File: src/rtl/rv_imem_bridge.sv
// Fetch-side to pipelined Wishbone instruction bridge: one request in flight,
// stale responses discarded, bus errors and timeouts reported as faults.
module rv_imem_bridge #(
    parameter int IADDR_SPACE_BITS = 16,
    parameter int TIMEOUT_CYCLES   = 255,
    parameter int TIMEOUT_BITS     = 8
) (
    input  logic                        i_clk,
    input  logic                        i_reset_n,
    input  logic [IADDR_SPACE_BITS-1:0] i_addr,
    input  logic                        i_cyc,
    output logic                        o_ack,
    output logic [31:0]                 o_instruction,
    output logic [IADDR_SPACE_BITS-1:0] o_wb_adr,
    output logic                        o_wb_cyc,
    output logic                        o_wb_stb,
    input  logic                        i_wb_stall,
    input  logic                        i_wb_ack,
    input  logic                        i_wb_err,
    input  logic [31:0]                 i_wb_dat,
    output logic                        o_fault,
    output logic [IADDR_SPACE_BITS-1:0] o_fault_addr
);

    typedef enum logic [1:0] {
        IDLE = 2'd0,
        ADDR = 2'd1,
        DATA = 2'd2
    } state_t;

    localparam logic [IADDR_SPACE_BITS-1:0] WORD_MASK = ~IADDR_SPACE_BITS'(3);

    state_t                        state;
    state_t                        state_next;
    logic [IADDR_SPACE_BITS-1:0]   req_adr;
    logic [IADDR_SPACE_BITS-1:0]   fetch_adr;
    logic [TIMEOUT_BITS-1:0]       timer;
    logic                          hit;
    logic                          timed_out;

    assign fetch_adr = i_addr & WORD_MASK;
    assign hit       = i_cyc && (fetch_adr == req_adr);
    // Timer holds cycles already spent in DATA, so the fault lands in the
    // TIMEOUT_CYCLES-th DATA cycle.
    assign timed_out = (TIMEOUT_CYCLES != 0) && (int'(timer) == TIMEOUT_CYCLES - 1);

    assign o_wb_cyc = (state != IDLE);
    assign o_wb_stb = (state == ADDR);
    assign o_wb_adr = req_adr;

    // NOTE: every output of this block gets a default first so no latch is inferred.
    always_comb begin
        state_next = state;
        o_ack      = 1'b0;
        o_fault    = 1'b0;
        case (state)
            IDLE: if (i_cyc) state_next = ADDR;
            ADDR: if (!i_wb_stall) state_next = DATA;
            DATA: begin
                if (i_wb_err) begin
                    o_fault    = 1'b1;
                    state_next = IDLE;
                end else if (i_wb_ack) begin
                    o_ack      = hit;
                    state_next = IDLE;
                end else if (timed_out) begin
                    o_fault    = 1'b1;
                    state_next = IDLE;
                end
            end
            default: state_next = IDLE;
        endcase
    end

    // NOTE: registered state uses non-blocking assignments so all flops update together.
    always_ff @(posedge i_clk or negedge i_reset_n) begin
        if (!i_reset_n) begin
            state         <= IDLE;
            req_adr       <= '0;
            timer         <= '0;
            o_instruction <= '0;
            o_fault_addr  <= '0;
        end else begin
            state <= state_next;
            if (state == IDLE && i_cyc) req_adr <= fetch_adr;
            if (state == ADDR) begin
                timer <= '0;
            end else if (state == DATA && timer != '1) begin
                timer <= timer + 1'b1;
            end
            if (o_ack) o_instruction <= i_wb_dat;
            if (o_fault) o_fault_addr <= req_adr;
        end
    end

endmodule

File: config.mk
export PLATFORM = sky130hd
export DESIGN_NAME = rv_imem_bridge
export DESIGN_NICKNAME = d
export VERILOG_FILES = /design/src/rtl/rv_imem_bridge.sv
export SDC_FILE = /design/constraint.sdc
export NUM_CORES = 1
export LEC_CHECK = 0
export CAP_MARGIN = 20
export CORE_MARGIN = 10
export CORE_UTILIZATION = 38
export DETAILED_ROUTE_END_ITERATION = 6
export PLACE_DENSITY = 0.72
export SETUP_SLACK_MARGIN = 0.5
export SLEW_MARGIN = 0
export SYNTH_ARGS = -nofsm -noshare
export SYNTH_HDL_FRONTEND = slang
export SYNTH_SLANG_ARGS = --single-unit
File: constraint.sdc
create_clock -name i_clk -period 1.9 [get_ports i_clk]
set_input_delay 0.38 -clock i_clk [delete_from_list [all_inputs] [get_ports i_clk]]
set_output_delay 0.38 -clock i_clk [all_outputs]
set_load 0.1 [all_outputs]
Word level (Yosys, flattened, before mapping)
Cells that the tools add are included.
{ "word_totals": {"input_bits": 54, "latch_bits": 0, "reg_bits": 70, "ramBits": 0, "mem_count": 0, "word_cells": 36, "rom_bits": 0} }
{ "classes": {"n_eq_ne": 8, "mul": 0, "div": 0, "n_addsub": 1, "bitwise_logic": 0, "reduce_logical": 7, "shifts": 0, "muxes": 15, "magnitude_cmp": 0} }
{ "ops": {"columns": ["operator", "n"], "rows": [
  ["8-bit two-way mux", 2],
  ["14-bit == test", 1],
  ["2-bit two-way mux", 5],
  ["8-bit by 1-bit adder with 8-bit output (second input constant)", 1],
  ["8-bit by 2-bit == test with 1-bit output (second input constant)", 1],
  ["8-bit inequality test (second input constant)", 1],
  ["1-bit two-way mux", 7],
  ["2-bit case mux with 3 select lines", 1],
  ["2-bit inequality test (second input constant)", 2],
  ["4-bit inequality test (second input constant)", 1],
  ["2-bit nonzero test", 2],
  ["1-bit logical AND", 3],
  ["3-bit AND reduction", 1],
  ["2-bit by 1-bit == test with 1-bit output (second input constant)", 1],
  ["2-bit == test (second input constant)", 1],
  ["2-bit zero test", 1]
]} }

Depth between registers and ports, before layout
Gate-level depths: netlist of the first run.
{ "logic_depth": {"ltp_word": 5, "depth_mapped": 7} }

Worst setup path before layout of the first run
Ideal clock, no wire load.
{ "synth_path": {"path_kind": "reg-to-output", "startpoint": "register req_adr[12] (netlist: o_wb_adr[12])", "endpoint": "output port o_ack", "path_stages_with_launch": 5, "arrival_time_ns": 4.313, "required_ns": 1.520, "path_slack_ns": -2.793, "cell_sequence": "dfrtp_1 xor2_1 nor4_2 nand2_1 nor4_1"} }
{ "synth_between": {"elab_chain_len": 5} }
{ "synth_lines": {"columns": ["item", "line", "rtl"], "rows": [
  ["start, declared", "35", "logic [IADDR_SPACE_BITS-1:0] req_adr;"],
  ["start signal, assigned", "85", "if (state == IDLE && i_cyc) req_adr <= fetch_adr;"],
  ["14-bit == test", "42", "assign hit = i_cyc && (fetch_adr == req_adr);"],
  ["1-bit logical AND", "42", null],
  ["1-bit two-way mux", "63", "end else if (i_wb_ack) begin"],
  ["1-bit two-way mux", "60", "if (i_wb_err) begin"],
  ["1-bit two-way mux", "56", "case (state)"],
  ["end, declared", "12", "output logic o_ack,"]
]} }
Every way passes these cells.

Worst setup path after layout of the first run
{ "layout_path": {"startpoint": "register req_adr[14] (netlist: o_wb_adr[14])", "endpoint": "output port o_ack"} }
The elaborated chain is that of the path after synthesis.

==> impl_metrics.env, run 1 <==
export IMPL_grt_pass1_vias=2636
export IMPL_cts_max_level=3
export IMPL_seq_area_frac_synth_pct=54.9
export IMPL_wl_per_cell_um=18.8
export IMPL_die_w_um=112
export IMPL_viasPerCell=4.78
export IMPL_hpwl_um=6380
export IMPL_cts_buffer_depth=2
export IMPL_clk_latency_ps=350
export IMPL_portBuffers=115
export IMPL_crit_reg2reg_capture="o_instruction[27]"
export IMPL_rsz0062_at_grt="true"
export IMPL_grt_antenna_before_repair=0
export IMPL_timing_reg2reg_setup_slack_ps=-220
export IMPL_crit_arrival_ps=1900
export IMPL_initial_core_util_pct=39.0
export IMPL_synth_top_area_share_pct=54.9
export IMPL_syn_cell_area_mm2=0.00319
export IMPL_layout_common_cells="62 x mux2_4, 58 x buf_6, 52 x dfrtp_1, 45 x clkdlybuf4s50_1, 32 x buf_12"
export IMPL_ys_ff_latch=70
export IMPL_vdd_ir_drop_max_mv=1.60
export IMPL_core_mm2=0.00818
export IMPL_hold_ws_ps=45.5
export IMPL_grtUsageTotal_pct=14.7
export IMPL_wl_um=9270
export IMPL_place_area_mm2=0.00494
export IMPL_dr_pass1_iters=4
export IMPL_violations="negative setup slack"
export IMPL_cp_end_kind="output port"
export IMPL_grt_pass1_wl_um=14900
export IMPL_drtAntennaViolNets=0
export IMPL_grt_max_degree=71
export IMPL_cts_tree="yes"
export IMPL_finalCriticalPeriod_ps=2280
export IMPL_fin_ws_ps=-379
export IMPL_crit_required_ps=1520
export IMPL_max_freq_mhz=439
export IMPL_reg2reg_from="o_wb_adr[14]"
export IMPL_synth_cells=216
export IMPL_mostFrequentLayoutCell="mux2_4"
export IMPL_stdcell_area_mm2=0.00580
export IMPL_yosysWarnings=0
export IMPL_rows=33
export IMPL_min_period_over_period_pct=120
export IMPL_cts_sinks=70
export IMPL_drv_cap=0
export IMPL_overflow=0
export IMPL_nets=440
export IMPL_area_delta_synth_final_pct=81.6
export IMPL_dieArea_mm2=0.0125
export IMPL_synth_distinct_cells=38
export IMPL_synth_area_top_cells="dfrtp_1 55%, mux2_4 14%, mux2_2 6.4%, mux2_1 4.9%, xor2_1 3.3%"
export IMPL_setup_violations_final=34
export IMPL_p_leak_nw=2.69
export IMPL_drive_above_1_share_pct=61.4
export IMPL_cp_start_kind="register"
export IMPL_power_total_mw=9.39
export IMPL_synth_top_cell_by_area="dfrtp_1"
export IMPL_min_path_type="input port to async pin"
export IMPL_power_density_mw_per_mm2=1620
export IMPL_cp_max_fo=2
export IMPL_drv_slew=0
export IMPL_clock_skew_ps=8.01
export IMPL_outcome="complete, but fails checks"
export IMPL_reg2reg_depth=7
export IMPL_vias=2362
export IMPL_numCtsBuffers=9
export IMPL_cts_root_buf="clkbuf_8"
export IMPL_io_pins=122
export IMPL_drc=0
export IMPL_path_class="register to output port"
export IMPL_clk_pin_slew_ps=80
export IMPL_hold_viol_final=0
export IMPL_drtIter0Drc=66
export IMPL_dieHeight_um=112
export IMPL_syn_avg_cell_area_um2=14.8
export IMPL_routabilityCongestion=0.798
export IMPL_antenna_cells=0
export IMPL_dp_slack_ps=-463
export IMPL_postCtsHoldBufs=0
layout make-up:
type	count	area, um2
inverters	4	22.5
multi-input cells	133	1580
well taps	105	131
flip-flops and latches	70	1790
fillers	522	2380
repair buffers	166	2070
clock inverters	7	72.6
clock buffers	9	124
flip-flops by register name, indices dropped and copies added (netlist names):
signal / count
o_fault_addr: 14
state: 2
o_instruction: 32
timer: 8
o_wb_adr: 14
cells in the mapped netlist, drive strengths merged:
cell type	number
a21o	3
a21oi	2
and3	1
and4b	1
buf	12
conb	1
dfrtp	70
ha	2
inv	4
mux2	62
nand2	3
nand2b	1
nand3	7
nand3b	1
nand4	3
nor2	5
nor2b	1
nor3	3
nor3b	1
nor4	3
nor4b	1
o211ai	3
o21ai	6
o31ai	1
or2	2
or4	1
xnor2	4
xor2	12
critical path, stage by stage (launching register included):
cell     delay [ps]
dfrtp_4         490
xor2_1          170
nor4_2          330
nand2_1         140
nor4_4          210
buf_12          220
metrics by stage:
stage,utilization [%],TNS (ps),instances
after global placement,60.5,-14350,452
after detailed placement,60.5,-15050,452
final,70.9,-6940,494
after CTS,68.6,-2450,486
after global routing,70.9,-10340,494
after floorplan,-,-4350,219
logic make-up after synthesis:
family / Yosys count / share of synthesized area [%]
adders and majority gates: 2 / 0.784
AOI/OAI and AO/OA: 15 / 2.90
muxes: 62 / 25.4
DFF: 70 / 54.9
buffers and inverters: 16 / 4.47
xor gates and xnor gates: 16 / 4.39
other: 1 / 0.117
and+or+nand+nor: 34 / 7.06
timing repair:
item                                    in CTS  in global routing
gates resized for setup                     72                 31
buffers inserted                            15                  8
pin swaps                                    8                  6
endpoints found under the setup margin     111                100
gates cloned                                 3                  0
worst max path at each step:
stage,start,endpoint,slack [ps],depth (start not counted)
final,o_wb_adr[14],o_ack,-380,5
after global routing,o_wb_adr[14],o_ack,-500,5
after CTS,o_wb_adr[12],o_ack,-370,5
after detailed placement,i_addr[3],o_instruction[29],-460,6
after global placement,i_addr[3],o_instruction[0],-440,6
after floorplan,o_wb_adr[9],o_ack,-680,4
where the power goes:
group | leakage [nW] | switching [mW] | internal, mW | total [mW]
Clock | 0.0960 | 0.597 | 0.610 | 1.21
Combinational | 1.70 | 3.49 | 2.46 | 5.94
Sequential | 0.896 | 0.338 | 1.90 | 2.24
Total | 2.69 | 4.42 | 4.96 | 9.39
routing by layer:
layer | wire length (um) | global-route usage (%) | up-vias | part of all wire [%]
li1 | - | - | 1086 | -
met1 | 4040 | 18.0 | 1168 | 44
met2 | 4360 | 23.0 | 96 | 47
met3 | 722 | 5.90 | 12 | 7.8
met4 | 147 | 4.80 | 0 | 1.6
met5 | 0 | 0 | - | 0
No activity file was read; power rests on OpenSTA's default activity.
==> run 2: changes to the inputs <==
- RECOVER_POWER: not set -> 50
==> run 2 against run 1 <==
The flow finishes with violations (max-capacitance violations, max-slew violations, negative setup slack); clock power about the same; critical path depth unchanged; clock skew decreased by 0.69 ps; global-route usage unchanged; highest routed layer unchanged.
==> impl_metrics.env, run 2 (synthesis gave the netlist of run 1 again) <==
export IMPL_outcome="complete, but fails checks"
export IMPL_violations="max-capacitance violations, max-slew violations, negative setup slack"
export IMPL_crit_arrival_ps=1900
export IMPL_cp_start_kind="register"
export IMPL_drv_slew=71
export IMPL_cp_slowest_cell="dfrtp_4"
export IMPL_routabilityCongestion=0.798
export IMPL_drv_cap=1
export IMPL_clock_skew_ps=7.33
export IMPL_worst_pin_slew_ps=1550
export IMPL_numCtsBuffers=9
export IMPL_cts_buffer_depth=2
export IMPL_dieHeight_um=112
export IMPL_drtAntennaViolNets=0
export IMPL_reg2reg_from="o_wb_adr[14]"
export IMPL_clk_latency_ps=350
export IMPL_dieArea_mm2=0.0125
export IMPL_reg2reg_depth=7
export IMPL_crit_reg2reg_capture="o_instruction[25]"
export IMPL_grt_antenna_before_repair=0
export IMPL_largest_reg_flops=32
export IMPL_grt_max_degree=71
export IMPL_p_leak_nw=2.65
export IMPL_max_freq_mhz=438
export IMPL_area_delta_synth_final_pct=77.1
export IMPL_dr_pass1_iters=4
export IMPL_setup_violations_final=34
export IMPL_hold_path_end="o_wb_adr[10]"
export IMPL_fin_ws_ps=-384
export IMPL_cts_tree="yes"
export IMPL_slowest_delay_ps=490
export IMPL_clk_pin_slew_ps=70
export IMPL_hpwl_um=6380
export IMPL_mostFrequentLayoutCell="mux2_4"
export IMPL_regMostFlops="o_instruction"
export IMPL_relSlewSlack_pct=-3.32
export IMPL_die_w_um=112
export IMPL_crit_required_ps=1520
export IMPL_path_buf_inv=1
export IMPL_cp_top_family="simple AND/OR/NAND/NOR gates"
export IMPL_hold_ws_ps=360
export IMPL_rows=33
export IMPL_timing_reg2reg_setup_slack_ps=-220
export IMPL_grtUsageTotal_pct=14.7
export IMPL_layout_common_cells="62 x mux2_4, 52 x dfrtp_1, 49 x buf_6, 45 x clkdlybuf4s50_1, 27 x buf_12"
export IMPL_hp_start="i_addr[10]"
export IMPL_path_cells="xor2_1, nor4_2, nand2_1, nor4_4, buf_12"
export IMPL_cp_end_kind="output port"
export IMPL_path_class="register to output port"
export IMPL_grt_pass1_vias=2636
export IMPL_wl_um=9290
export IMPL_io_pins=122
export IMPL_cp_max_fo=2
export IMPL_nets=440
export IMPL_grt_pass1_wl_um=14900
export IMPL_cts_root_buf="clkbuf_8"
export IMPL_power_total_mw=9.23
export IMPL_wl_per_cell_um=18.8
export IMPL_drc=0
export IMPL_hold_path_depth=2
export IMPL_drive_above_1_share_pct=60.9
export IMPL_overflow=0
export IMPL_n_fill_cell=541
export IMPL_power_density_mw_per_mm2=1630
export IMPL_finalCriticalPeriod_ps=2280
export IMPL_cts_max_level=3
export IMPL_min_period_over_period_pct=120
export IMPL_rsz0062_at_grt="true"
export IMPL_vias=2365
export IMPL_min_path_type="input port to register"
export IMPL_portBuffers=115
export IMPL_hold_viol_final=0
export IMPL_core_mm2=0.00818
export IMPL_vdd_ir_drop_max_mv=1.60
export IMPL_initial_core_util_pct=39.0
export IMPL_antenna_cells=0
export IMPL_viasPerCell=4.79
export IMPL_drtIter0Drc=65
export IMPL_cts_sinks=70
run 2: cell types whose count changed in the layout (fill, tap and decap cells not counted):
cell      change
buf_6         -9
nor2_4        -1
buf_2         +1
buf_4         -1
clkbuf_2     +13
buf_12        -5
clkbuf_1      +1
nor2_1        +1
run 2: worst reg2reg max path, cell delays in order, from the launching register on:
cell,delay (ps)
dfrtp_4,490
xor2_1,170
nor4_2,330
buf_4,160
and4b_2,290
buf_12,140
buf_12,130
mux2_4,310
run 2: repair_timing:
item / in CTS / in global routing
cloned: 3 / 0
buffers inserted: 15 / 8
hold buffers: 0 / 0
resized for setup: 72 / 31
pin swaps: 8 / 6
setup endpoints to repair: 111 / 100
run 2: worst max-delay path by stage:
stage | startpoint | end | slack [ps] | cells past startpoint
final | o_wb_adr[14] | o_ack | -380 | 5
after global routing | o_wb_adr[14] | o_ack | -500 | 5
after CTS | o_wb_adr[12] | o_ack | -370 | 5
after detailed placement | i_addr[3] | o_instruction[29] | -460 | 6
after global placement | i_addr[3] | o_instruction[0] | -440 | 6
after floorplan | o_wb_adr[9] | o_ack | -680 | 4
run 2: per-layer routing:
| metal | up-vias | GRT usage (%) | routed length, um |
|---|---|---|---|
| met5 | - | 0 | 0 |
| met2 | 97 | 23.0 | 4380 |
| met1 | 1171 | 18.0 | 4080 |
| met4 | 0 | 4.80 | 123 |
| met3 | 12 | 5.90 | 710 |
| li1 | 1085 | - | - |
run 2: metrics by stage:
stage | instances | util, % | worst slack [ps] | TNS, ps | instance area [um2]
floorplan | 219 | - | -676 | -4350 | 3450
global placement | 452 | 60.5 | -444 | -14350 | 4940
detailed placement | 452 | 60.5 | -463 | -15050 | 4940
CTS | 486 | 68.6 | -375 | -2450 | 5610
global route | 494 | 69.2 | -503 | -11180 | 5650
finish | 494 | 69.2 | -384 | -7050 | 5650
run 2: power by group:
group / switching (mW) / leakage [nW] / internal (mW)
combinational: 3.48 / 1.66 / 2.32
clock: 0.599 / 0.0960 / 0.610
sequential: 0.318 / 0.896 / 1.90
run 2: cell type report:
cell class	count	area [um2]	share of cell area (%)
flip-flops and latches	70	1790	31.7
inverters	4	22.5	0.398
well taps	105	131	2.32
clock buffers	9	124	2.19
clock inverters	7	72.6	1.28
repair buffers	166	1940	34.2
multi-input cells	133	1580	27.9
==> run 3: changes to the inputs <==
- CTS_CLUSTER_SIZE: not set -> 10
==> results of run 3 <==
The final DEF is identical to that of run 2; final timing and power are the same.
==> RTL change 1 (config.mk and constraints of run 3) <==
Set the parameter `IADDR_SPACE_BITS` to 15 (it was 16).
--- a/src/rtl/rv_imem_bridge.sv
+++ b/src/rtl/rv_imem_bridge.sv
@@ -1,7 +1,7 @@
 // Fetch-side to pipelined Wishbone instruction bridge: one request in flight,
 // stale responses discarded, bus errors and timeouts reported as faults.
 module rv_imem_bridge #(
-    parameter int IADDR_SPACE_BITS = 16,
+    parameter int IADDR_SPACE_BITS = 15,
     parameter int TIMEOUT_CYCLES   = 255,
     parameter int TIMEOUT_BITS     = 8
 ) (
Ports: changed (resized i_addr, o_fault_addr and o_wb_adr); port bits go from 122 to 119. The function was not compared with the original's and may differ.
==> RTL change 1 against run 3 <==
- the run ends with negative setup slack left
- non-clock buffer count increased by 14
- clock skew is 0.61 ps higher
- routed wire length up 9.0%
- worst setup slack better by 39 ps
- largest cell class unchanged
- sequential cell count down 2
- critical path type unchanged
- global-route usage up 2.5 points
- cell area is 1.8% higher
- total power increased by 0.41%
- worst hold slack better by 74 ps
- area after synthesis shrank 8.2%
==> RTL change 1: results (changes against run 3) <==
Max FFs per register - 32 (unchanged)
Gr usage total - 17.2% (+2.5 points)
M1 WL - 4490 µm (+10%)
Final WS setup - -344 ps (+39.5 ps)
Port Buffers - 112 (-2.6%)
HPWL Detailed - 6340 µm (-0.59%)
Worst r2r src - o_wb_adr[12]
Vias in the first global route - 2644 (+0.30%)
Total negative slack - -8990 ps (-1950 ps)
Adder-cell area share of the yosys netlist - 0.854% (+0.070 points)
Placed insts - 441 (-2.4%)
Number of setup violations in the final report - 35 (+2.9%)
Nets - 450 (+2.3%)
Pint - 4.98 mW (+3.1%)
R2R Setup Slk - -290 ps (-70 ps)
GPL Wtd Cong - 0.782 (-2.1%)
Yosys cell types - 33 (-13%)
Reg2Reg Capture Point - o_instruction[13]
Clk_lat worst skew - 340 ps
Synth Area in XOR/XNOR - 3.89% (-0.50 points)
Dpl cell area - 4910 µm² (-0.78%)
Fin Clk Skew - 7.94 ps (+0.613 ps)
Clk slew on worst S/H paths - 70 ps (about the same)
CP arrival - 1860 ps (-40 ps)
Sequential-to-total area share from yosys stat - 58.1% (+3.2 points)
PostCTS Resize Cnt - 55 (-24%)
Largest net degree at the start of global routing - 64 (-9.9%)
CP max-delay cell - dfrtp_4
Wirelength per Cell - 20.3 µm (+7.9%)
Multiplexer share of the synthesized area - 23.0% (-2.4 points)
Metal2 WL - 4930 µm (+13%)
Failing checks - negative setup slack
Post-Route WL - 10100 µm (+9.0%)
1st-iter DRT viols - 51 (-22%)
Min-delay worst type - in2async
Cell family with most CP delay - flip-flops
Complex-gate fraction of the synthesized area - 3.67% (+0.77 points)
Post-DR vias/cell - 4.92 (+2.7%)
Cells after Synth - 210 (-2.8%)
Met3 WL - 588 µm (-17%)
First-pass GRT wire length - 15500 µm (+4.2%)
Outcome - finished with violations
Post-CTS setup buffers - 27 (+12)
# hold bufs at CTS - 1 (+1)
Largest reg by FF count - o_instruction
Post-synth top cells - dfrtp_1, mux2_2, xnor2_1, nand3_1, nand4_1
Relative slew slack - 41.9% (+45 points)
VDD IR max - 1610 µV (+1.1%)
Leak - 2.70 nW (+1.9%)
Hold WS - 435 ps (+74.2 ps)
Layout cell share with drive strength beyond 1 - 61.8% (+0.82 points)
Highest cell delay on the worst timing path - 520 ps (+30 ps)
Placement Setup Slack - -455 ps (+7.74 ps)
Cell count of the worst reg-to-reg path - 8 (+1)
Initial antenna violation count - 0 (unchanged)
Top cells by area, synth - dfrtp_1, mux2_2, xnor2_1
## RTL change 1: cell count changes after synthesis, moves of 3 or more
cell,delta
xnor2_1,+9
nand4_1,+6
mux2_2,+39
or3_1,+3
mux2_1,-13
xor2_1,-12
mux2_4,-30
buf_12,-3
## RTL change 1: layer usage
layer	global-route usage (%)	vias to the layer above
li1	-	1123
met1	21.3	1222
met2	27.5	100
met3	6.29	8
met4	4.58	0
met5	0	-
## RTL change 1: power by group through the flow
stage / clock, mW / sequential, mW / combinational [mW]
floorplan: 0 / 4.25 / 1.23
global placement: 0 / 2.21 / 5.20
detailed placement: 0 / 2.23 / 5.23
CTS: 1.35 / 2.25 / 5.77
global route: 1.42 / 2.29 / 5.91
finish: 1.32 / 2.23 / 5.72
## RTL change 1: cell type report
cell class                 instances  area, µm²
clock buffer                       9        124
clock inverter                     7        100
fill                             394       1610
inverter                           4       18.8
multi-input combinational        132       1610
sequential                        68       1750
tap                               99        124
timing repair buffer             180       2040
==> RTL change 2 (settings of run 3) <==
Made on the original files. Register the output `o_fault_addr` once more, cleared by the reset; this adds one clock of latency there. The other outputs are not delayed to match.
--- a/src/rtl/rv_imem_bridge.sv
+++ b/src/rtl/rv_imem_bridge.sv
@@ -29,6 +29,8 @@
     } state_t;
 
     localparam logic [IADDR_SPACE_BITS-1:0] WORD_MASK = ~IADDR_SPACE_BITS'(3);
+
+    logic [IADDR_SPACE_BITS-1:0] o_fault_addr_s0;
 
     state_t                        state;
     state_t                        state_next;
@@ -79,7 +81,7 @@
             req_adr       <= '0;
             timer         <= '0;
             o_instruction <= '0;
-            o_fault_addr  <= '0;
+            o_fault_addr_s0 <= '0;
         end else begin
             state <= state_next;
             if (state == IDLE && i_cyc) req_adr <= fetch_adr;
@@ -89,7 +91,15 @@
                 timer <= timer + 1'b1;
             end
             if (o_ack) o_instruction <= i_wb_dat;
-            if (o_fault) o_fault_addr <= req_adr;
+            if (o_fault) o_fault_addr_s0 <= req_adr;
+        end
+    end
+
+    always_ff @(posedge i_clk or negedge i_reset_n) begin
+        if (!i_reset_n) begin
+            o_fault_addr <= '0;
+        end else begin
+            o_fault_addr <= o_fault_addr_s0;
         end
     end
 
Formal check against the unedited RTL: not equivalent (Yosys sat finds a counterexample within 4 cycles, from zero or initial values and one cycle with i_reset_n low).
==> RTL change 2 against run 3 <==
- the flow finishes with violations (negative setup slack)
- routed wire length increased by 12%
- combinational power rose by 3%
- area after synthesis grew 11%
- sequential share of layout area up 2.4 points
- sequential cell count grew 14
- total power up 7.5%
- cell area is 11% higher
- register-to-register slack better by 30 ps
- worst setup slack worse by 14 ps
==> RTL change 2: results (changes against run 3) <==
Outcome - finished with violations
Failing checks - negative setup slack
Met2 Track Usage GR - 22.8% (-0.23 points)
Sw Ratio - 45.2% (-2.5 points)
Placed insts - 476 (+5.3%)
Dpl cell area - 5290 µm² (+6.9%)
NonClk Buf Share - 34.7% (+0.44 points)
1st-iter DRT viols - 76 (+17%)
Met3 WL - 1010 µm (+42%)
Metal2 WL - 4910 µm (+12%)
Core ar. - 9150 µm² (+12%)
Post-CTS setup buffers - 18 (+3)
PostCTS Resize Cnt - 67 (-6.9%)
Fillers - 615 (+14%)
Gr usage total - 14.8% (+0.17 points)
Worst hold start - o_fault_addr_s0[6]
Buffers excl. clock - 179 (+7.8%)
Min-delay worst type - reg2reg
Sequential-to-total area share from yosys stat - 59.3% (+4.5 points)
Complex-gate fraction of the synthesized area - 2.61% (-0.29 points)
Post-synth top cells - dfrtp_1, mux2_4, mux2_2, mux2_1, xor2_1
Worst r2r src - o_wb_adr[9]
Fraction of area in multi-input gates - 25.6% (-2.3 points)
Fin Clk Skew - 9.25 ps (+1.92 ps)
Synth Area in XOR/XNOR - 3.96% (-0.43 points)
Placement Setup Slack - -528 ps (-65.6 ps)
R2R Setup Slk - -190 ps (+30 ps)
Top cells by area, synth - dfrtp_1, mux2_4, mux2_2
M1 WL - 4440 µm (+8.8%)
First-pass GRT wire length - 15300 µm (+3.1%)
Number of setup violations in the final report - 34 (unchanged)
CP startpoint - i_addr[9]
Largest net degree at the start of global routing - 36 (-49%)
HPWL Detailed - 6770 µm (+6.1%)
Final WS setup - -398 ps (-13.8 ps)
Yosys reg bits - 84 (+20%)
# hold bufs at CTS - 1 (+1)
Area Growth Syn to Fin - 77.2% (about the same)
Routing usage on met1 - 17.9% (-0.039 points)
[RTL change 2: kinds of logic (layout without fill, tap and decap cells)]
group | Yosys count | in the layout
and+or+nand+nor | 34 | 34
muxes | 62 | 62
buffers and inverters | 16 | 198
DFF | 84 | 84
xor gates and xnor gates | 16 | 16
adders and majority gates | 2 | 2
other | 1 | 4
AOI/OAI and AO/OA | 15 | 15
[RTL change 2: critical path, stage by stage]
cell             delay, ps
clkdlybuf4s50_1        430
xor2_1                 180
nor4_2                 340
nand2_1                150
nor4_4                 210
buf_12                 220
[RTL change 2: power groups by stage]
stage | Combinational (mW) | Sequential [mW] | Clock, mW
detailed placement | 5.29 | 2.66 | 0
finish | 5.98 | 2.67 | 1.28
global route | 6.19 | 2.73 | 1.40
CTS | 5.78 | 2.65 | 1.33
global placement | 5.26 | 2.64 | 0
floorplan | 1.19 | 4.91 | 0
